==> config.mk <==
export PLATFORM = sky130hd
export DESIGN_NAME = ppu_oam_dma
export DESIGN_NICKNAME = d
export VERILOG_FILES = /design/src/rtl/ppu_pkg.sv /design/src/rtl/ppu_oam_dma.sv
export SDC_FILE = /design/constraint.sdc
export NUM_CORES = 1
export LEC_CHECK = 0
export BUFFER_PORTS_ARGS = -buffer_cell sky130_fd_sc_hd__buf_2
export CAP_MARGIN = 20
export CORE_MARGIN = 2
export CORE_UTILIZATION = 51
export DETAILED_ROUTE_END_ITERATION = 16
export PLACE_DENSITY = 0.8
export SYNTH_ARGS = -nofsm -noshare
export SYNTH_HDL_FRONTEND = slang
export SYNTH_SLANG_ARGS = --single-unit
==> constraint.sdc <==
create_clock -name clk -period 2.15 [get_ports clk]
set_input_delay 0.3225 -clock clk [delete_from_list [all_inputs] [get_ports clk]]
set_output_delay 0.3225 -clock clk [all_outputs]
set_load 0.01 [all_outputs]
==> src/rtl/ppu_pkg.sv <==
// ---------------------------------------------------------------------------
// ppu_pkg
// Shared types and constants for the PPU OAM write-port controller.
//   dma_state_t  : sequencing states of the $4014 page DMA
//   REG_OAMADDR  : reg_sel value selecting $2003 (OAM pointer load)
//   REG_OAMDATA  : reg_sel value selecting $2004 (OAM data write)
//   OAM_SIZE     : number of bytes in primary OAM
// ---------------------------------------------------------------------------
package ppu_pkg;

    typedef enum logic [2:0] {
        IDLE  = 3'd0,
        HALT  = 3'd1,
        ALIGN = 3'd2,
        GET   = 3'd3,
        PUT   = 3'd4
    } dma_state_t;

    localparam logic REG_OAMADDR = 1'b0;
    localparam logic REG_OAMDATA = 1'b1;
    localparam int   OAM_SIZE    = 256;

endpackage

==> src/rtl/ppu_oam_dma.sv <==
// ---------------------------------------------------------------------------
// ppu_oam_dma
// Controller and arbiter for the PPU's primary OAM write port. Runs the
// $4014 page DMA (halt CPU, read page $XX00-$XXFF, write into OAM starting at
// the OAM pointer), owns the $2003 pointer and serialises $2004 writes onto
// the same port.
//
// Ports:
//   clk          in   PPU clock
//   reset        in   asynchronous, active-high reset
//   cpu_ce       in   CPU-cycle enable; all sequencing advances only when high
//   dma_start    in   CPU write to $4014
//   dma_page     in   [7:0] source page for the DMA
//   reg_wr       in   CPU write to $2003/$2004
//   reg_sel      in   0 = $2003 OAMADDR, 1 = $2004 OAMDATA
//   reg_data     in   [7:0] CPU write data
//   rendering    in   PPU is rendering
//   mem_addr     out  [ADDR_W-1:0] DMA read address
//   mem_rd       out  DMA read strobe (gated with cpu_ce)
//   mem_data_in  in   [7:0] CPU bus read data, valid at end of a GET cycle
//   cpu_rdy      out  0 halts the CPU
//   oam_addr     out  [7:0] OAM write address / current pointer
//   oam_data     out  [7:0] OAM write data
//   oam_we       out  OAM write enable (gated with cpu_ce)
//   busy         out  DMA in progress
//   done         out  one-cpu_ce pulse after the final PUT
// ---------------------------------------------------------------------------
module ppu_oam_dma
    import ppu_pkg::*;
#(
    parameter int XFER_LEN = 256,
    parameter int ADDR_W   = 16
) (
    input  logic              clk,
    input  logic              reset,
    input  logic              cpu_ce,
    input  logic              dma_start,
    input  logic [7:0]        dma_page,
    input  logic              reg_wr,
    input  logic              reg_sel,
    input  logic [7:0]        reg_data,
    input  logic              rendering,
    output logic [ADDR_W-1:0] mem_addr,
    output logic              mem_rd,
    input  logic [7:0]        mem_data_in,
    output logic              cpu_rdy,
    output logic [7:0]        oam_addr,
    output logic [7:0]        oam_data,
    output logic              oam_we,
    output logic              busy,
    output logic              done
);

    dma_state_t state;
    dma_state_t state_next;
    logic       parity;
    logic [7:0] page;
    logic [7:0] cnt;
    logic [7:0] oam_ptr;
    logic [7:0] data_latch;

    logic last_put;
    logic reg_accept;
    logic data_wr;

    assign last_put   = (cnt == 8'(XFER_LEN - 1));
    // Register writes are only honoured while no DMA owns the port.
    assign reg_accept = (state == IDLE) && reg_wr;
    assign data_wr    = reg_accept && (reg_sel == REG_OAMDATA) && !rendering;

    // NOTE: every signal assigned in a combinational block gets a default
    // first, so no path leaves it unassigned and no latch is inferred.
    always_comb begin
        state_next = state;
        case (state)
            IDLE:    if (dma_start) state_next = HALT;
            // GET must fall on parity=0; an even-parity HALT needs one more
            // dummy cycle to reach it.
            HALT:    state_next = parity ? GET : ALIGN;
            ALIGN:   state_next = GET;
            GET:     state_next = PUT;
            PUT:     state_next = last_put ? IDLE : GET;
            default: state_next = IDLE;
        endcase
    end

    // NOTE: state registers use non-blocking assignments so every flop samples
    // the pre-edge values of the others, independent of statement order.
    always_ff @(posedge clk or posedge reset) begin
        if (reset) begin
            state      <= IDLE;
            parity     <= 1'b0;
            page       <= 8'h00;
            cnt        <= 8'h00;
            oam_ptr    <= 8'h00;
            data_latch <= 8'h00;
            done       <= 1'b0;
        end else if (cpu_ce) begin
            parity <= ~parity;
            state  <= state_next;
            done   <= 1'b0;
            case (state)
                IDLE: begin
                    // Register effect lands first, so a same-cycle DMA
                    // starts from the updated pointer.
                    if (reg_wr) begin
                        if (reg_sel == REG_OAMADDR)
                            oam_ptr <= reg_data;
                        else if (rendering)
                            oam_ptr <= oam_ptr + 8'd4;
                        else
                            oam_ptr <= oam_ptr + 8'd1;
                    end
                    if (dma_start) begin
                        page <= dma_page;
                        cnt  <= 8'h00;
                    end
                end
                GET: data_latch <= mem_data_in;
                PUT: begin
                    oam_ptr <= oam_ptr + 8'd1;
                    cnt     <= cnt + 8'd1;
                    if (last_put)
                        done <= 1'b1;
                end
                default: ;
            endcase
        end
    end

    // Moore decode; strobes are gated with cpu_ce so the sprite unit and the
    // CPU bus can use them unqualified. reset also masks the $2004 path,
    // which otherwise would follow reg_wr straight through.
    assign cpu_rdy  = (state == IDLE);
    assign busy     = (state != IDLE);
    assign mem_rd   = cpu_ce && (state == GET);
    assign mem_addr = (state == GET) ? ADDR_W'({page, cnt}) : '0;
    assign oam_we   = cpu_ce && !reset && ((state == PUT) || data_wr);
    assign oam_addr = oam_ptr;
    assign oam_data = (state == PUT) ? data_latch : reg_data;

endmodule

Word-level counts from Yosys, hierarchy flattened
Index checks and enable logic that the tools add are counted.
{"block": "totals", "regBits": 37, "latch_bits": 0, "mem_bits_rw": 0, "romBits": 0, "input_bits": 31, "output_inout_bits": 37, "elab_cells": 49, "n_memories": 0}
{"block": "op_classes", "addsub": 3, "multipliers": 0, "div_mod_pow": 0, "order_cmp": 0, "eq_ne": 7, "shifts": 0, "muxes": 14, "bitwise": 1, "reduce_logical": 17}
{"op": "8-bit two-way mux", "n": 5}
{"op": "8-bit case mux with 2 select lines", "n": 2}
{"op": "8-bit by 1-bit adder with 8-bit output (second input constant)", "n": 2}
{"op": "16-bit two-way mux", "n": 1}
{"op": "3-bit case mux with 5 select lines", "n": 1}
{"op": "3-bit AND reduction", "n": 3}
{"op": "8-bit by 3-bit adder with 8-bit output (second input constant)", "n": 1}
{"op": "8-bit == test (second input constant)", "n": 1}
{"op": "3-bit by 2-bit == test with 1-bit output (second input constant)", "n": 2}
{"op": "1-bit logical AND", "n": 6}
{"op": "2-bit inequality test (second input constant)", "n": 2}
{"op": "2-bit AND reduction", "n": 2}
{"op": "3-bit by 1-bit == test with 1-bit output (second input constant)", "n": 1}
{"op": "3-bit == test (second input constant)", "n": 1}
{"op": "3-bit logical NOT", "n": 1}
{"op": "1-bit two-way mux", "n": 3}
{"op": "3-bit two-way mux", "n": 1}
{"op": "3-bit nonzero test", "n": 1}
{"op": "1-bit logical NOT", "n": 2}
{"op": "2-bit two-way mux", "n": 1}
{"op": "2-bit nonzero test", "n": 1}
{"op": "1-bit logical OR", "n": 1}
{"op": "1-bit inverter", "n": 1}

Longest topological paths before layout
{"block": "logic_depth", "word_depth": 6, "ltp_mapped": 6, "depth_no_buf": 5}

Least setup slack after synthesis
No wires, ideal clock.
{"block": "synth_path", "path_kind": "reg-to-reg", "start": "register state[2]", "end": "register page[4]", "setup_time_ps": 125, "arrival_time_ps": 1733, "required_time_ps": 2025, "setup_slack_ps": 292, "stages_incl_launch_ff": 7, "n_path_buf": 3, "synth_period_minus_slack_ps": 1858, "path_cell_list": "dfrtp_1 -> buf_2 -> nor3_1 -> and3_1 -> buf_2 -> buf_4 -> mux2_2"}
{"block": "synth_between", "elab_chain_cells": 2}
{"item": "start, declared", "line_no": "ppu_oam_dma.sv:54", "text": "dma_state_t state;"}
{"item": "start signal, assigned", "line_no": "ppu_oam_dma.sv:100", "text": "state <= state_next;"}
{"item": "3-bit logical NOT"}
{"item": "net cpu_rdy", "line_no": "ppu_oam_dma.sv:46", "text": "output logic cpu_rdy,"}
{"item": "3-bit AND reduction (no source line)"}
{"item": "end signal, assigned", "line_no": "ppu_oam_dma.sv:115", "text": "page <= dma_page;"}
{"item": "end, declared", "line_no": "ppu_oam_dma.sv:57", "text": "logic [7:0] page;"}
The timed path passes the listed nets, and every way through them passes these cells.
A chain may end at the register's enable or synchronous reset.

Worst setup path after layout
{"block": "layout_path", "start": "register state[1]", "end": "output oam_we"}
{"block": "layout_between", "elab_chain_cells": 6, "elab_cells_between_ends": 7, "classes_between": "eq/ne (1); reduce/logical (6)"}
{"item": "3-bit logical NOT", "line_no": "ppu_oam_dma.sv:68", "text": "assign reg_accept = (state == IDLE) && reg_wr;"}
{"item": "1-bit logical AND", "line_no": "ppu_oam_dma.sv:68"}
{"item": "1-bit logical AND (2 in a row)", "line_no": "ppu_oam_dma.sv:69", "text": "assign data_wr = reg_accept && (reg_sel == REG_OAMDATA) && !rendering;"}
{"item": "1-bit logical OR (*)", "line_no": "ppu_oam_dma.sv:138", "text": "assign oam_we = cpu_ce && !reset && ((state == PUT) || data_wr);"}
{"item": "1-bit logical AND (*)", "line_no": "ppu_oam_dma.sv:138"}
{"item": "end, declared", "line_no": "ppu_oam_dma.sv:49", "text": "output logic oam_we,"}
Every way passes the cells marked *; elsewhere a longest branch is shown, timed or not.

==> flow_summary_export.csv <==
group,metric,value,unit
worst_setup_path,regToRegEndpoint,"page[7]",
yosys,ys_types,51,
yosys,syn_nets,269,
cells_and_area,register_area,926,um2
worst_hold_path,worstHoldPathType,"primary input to asynchronous set/reset pin",
run,maxCapViolCount,0,
sta,fin_crit_sh,95.3,%
worst_setup_path,criticalPathCategory,"flop to output pin",
detailed_routing,drc,0,
sta,final_hold_viol_count,0,
floorplan,start_util,53.9,%
global_routing,antenna_found_initial,0,
floorplan,fp.coreArea,4060,um2
placed_design,io_buffers,67,
sta,period_needed,2.05,ns
floorplan,fp.dieH,69.5,um
worst_setup_path,crit_family,"simple AND/OR/NAND/NOR gates",
floorplan,die_w,69.5,um
worst_setup_path,cp-start-kind,"flop",
yosys,postSynthAreaPerCell,9.31,um2
cells_and_area,fillers,336,
worst_setup_path,worst_ep_required_time,1.83,ns
yosys,syn-cell-area,2190,um2
outcome,status,"complete, no violations",
placed_design,dpl.cell_count,351,
clock_tree,clkTransAtPathRegs,0.08,ns
yosys,synth-seq-cells,37,
yosys,yosysSeqAreaShare,42.3,%
sta,tns,0,ns
detailed_routing,drtPass1Iterations,4,
cells_and_area,final_layout_size_suffix_gt1_share,35.9,%
yosys,ys.flop_type,"dfrtp_1",
sta,slew_headroom,55.8,%
cells_and_area,nNetsFinal,342,
global_routing,grt_use_total,22.8,%
placed_design,routabilityCongestion,0.918,
yosys,ys_async_sr_fraction,100,%
clock_tree,cts_root_buf,"clkbuf_8",
yosys,syn_inst,235,
detailed_routing,vias,2050,
yosys,synth_top_area_cell,"dfrtp_1",
detailed_routing,drt_wl_total,5360,um
worst_setup_path,ff2ff_setup_slack,0.24,ns
yosys,synth_edf_count,0,
clock_tree,cts_tree,"done",
detailed_routing,ant_nets,0,
sta,rsz0062_at_grt,"false",
clock_tree,cts_setup_buffers,0,
yosys,yosys-top-cells-area,"dfrtp_1 (42%), mux2_2 (7.2%), nand2_1 (6.0%)",
worst_setup_path,rr_startpoint,"state[2]",
global_routing,grt_pass1_wl,8830,um
floorplan,design.die.area,4830,um2
pwr,ir_drop,592,uV
sta,tightest_slew,0.653,ns
yosys,ys_warn_count,0,
clock_tree,htreeDepth,2,
clock_tree,clockBufferDepth,2,
sta,slew_viol_final,0,
worst_setup_path,slowest_delay,0.43,ns
cells_and_area,multi_input_area,1150,um2
placed_design,dp.final_hpwl,3990,um
global_routing,grt_pass1_vias,1912,
sta,fin_skew,0.00820,ns
yosys,yosysTopAreaCellShare,42.3,%
cells_and_area,diodes,0,
worst_setup_path,crit_buf_inv,2,
worst_setup_path,worstPathMaxFanout,9,
worst_setup_path,cp.depth,5,
clock_tree,cts-hold-fix-buffers,0,
cells_and_area,syn2layout_area_growth,23.8,%
cells_and_area,final_cells,359,
detailed_routing,wl_per_cell,14.9,um
detailed_routing,viasPerCell,5.71,
worst_setup_path,cpMaxStageDelayCell,"dfrtp_1",
clock_tree,numClockSinks,37,
pwr,pwr_density_cell,1150,nW/um2
global_routing,grt_overflow_total,0,
detailed_routing,drt_iter0_markers,203,
worst_setup_path,crit_chain,"buf_4 -> nor3b_4 -> nand2_2 -> nor2_1 -> buf_2",
floorplan,top_level_ports,68,
worst_setup_path,cp-end-kind,"output pin",
sta,setup_viol,0,
global_routing,grt_max_degree,38,
worst_setup_path,r2r_cells,4,
clock_tree,numCtsBuffers,5,
sta,clock.fmax,0.488,GHz
floorplan,fp-row-count,23,
worst_setup_path,worstPathArrival,1.73,ns
clock_tree,clk_latency,0.29,ns
pwr,p_leak,0.00138,uW
## stage by stage
stage,setup slack [ns],utilization [%],total power [uW],hold WS (ns),area (um2)
after CTS,0.0592,66.6,3120,0.199,2700
after detailed placement,0.242,64.1,2570,0.457,2600
after floorplan,0.292,-,2130,0.405,2190
after global routing,0.0129,66.7,3350,0.227,2710
after global placement,0.300,64.1,2520,0.464,2600
final,0.101,66.7,3120,0.183,2710
## power breakdown
group | total, uW | switching, uW | internal [uW] | leakage, uW
sequential | 1210 | 238 | 977 | 0.000466
combinational | 1360 | 721 | 642 | 0.000863
clock | 540 | 250 | 290 | 0.0000542
## flip-flops by register name (all words and copies together) (netlist names)
register	flops
page	8
parity	1
data_latch	8
done	1
state	3
oam_addr	8
cnt	8
## cells in the mapped netlist, types with 2 or more instances
cell type  number
mux2i_1         2
o22ai_1         2
dfrtp_1        37
nor4_1          4
xnor2_1         2
nand2b_1        3
a21oi_1         8
mux2_1          2
o31ai_1         3
clkbuf_1        6
o21ai_2         2
a31oi_1         2
o211ai_1        2
inv_1          11
nand3_1         5
mux2_2         14
o31a_1          2
buf_2           3
and3_1         20
nor2_1         12
nor3b_4         2
ha_1            3
nand2_1        35
or4_1           2
buf_6           2
o21ai_0        15
nand4_1         5
xor2_1          3
nor3_1          3
and2_1          2
## worst min-delay path, cell delays in order
cell	delay, ns
buf_2	0.10
inv_1	0.07
buf_4	0.43
## area by class of cell
cell class                      count  area share (%)
Clock inverter                      1           0.185
Tap cell                           50            2.31
Clock buffer                        7            3.56
Inverter                           11            1.52
Sequential cell                    37            34.2
Multi-Input combinational cell    175            42.7
Timing Repair Buffer               78            15.6
## logic make-up after synthesis
logic type      after synthesis  share of synthesized area, %
simple gates                102                          25.5
fa+ha+maj                     3                          1.72
flops                        37                          42.3
mux                          18                          9.15
xor+xnor                      5                          2.00
buf+inv                      23                          4.98
compound gates               47                          14.4
## routing by layer
metal,global-route usage [%],vias up,wire length (um)
met2,36.6,62,2560
li1,-,998,-
met5,0,-,0
met4,9.15,0,99
met3,5.38,10,367
met1,29.8,980,2320
## how the worst max path moves through the flow
stage / startpoint / slack (ns) / end
after global routing: state[0] / 0.01 / oam_we
after detailed placement: state[2] / 0.24 / page[7]
after global placement: state[2] / 0.30 / page[0]
after floorplan: state[2] / 0.29 / page[4]
after CTS: state[1] / 0.06 / oam_data[4]
final: state[1] / 0.10 / oam_we
## timing repair
| item | CTS | global route |
|---|---|---|
| gates resized for setup | 0 | 2 |
| endpoints found under the hold margin | 0 | 0 |
| setup endpoints to repair | 0 | 5 |
## cells in the final DEF (no fill, tap or decap), types with 2 or more instances in the layout
master,n
nand3_1,5
buf_2,67
nand2_1,35
o31a_1,2
buf_4,10
nand4_1,5
nor2_1,12
o21ai_0,15
xor2_1,3
nand2b_1,3
a21oi_1,8
mux2i_1,2
a31oi_1,2
and2_1,2
and3_1,20
o31ai_1,3
or4_1,2
dfrtp_1,37
nor4_1,4
clkbuf_8,7
mux2_1,2
o21ai_2,2
o22ai_1,2
mux2_2,14
o211ai_1,2
inv_1,11
nor3_1,3
xnor2_1,2
nor3b_4,2
ha_1,3
Power figures use the tool's default switching activity.
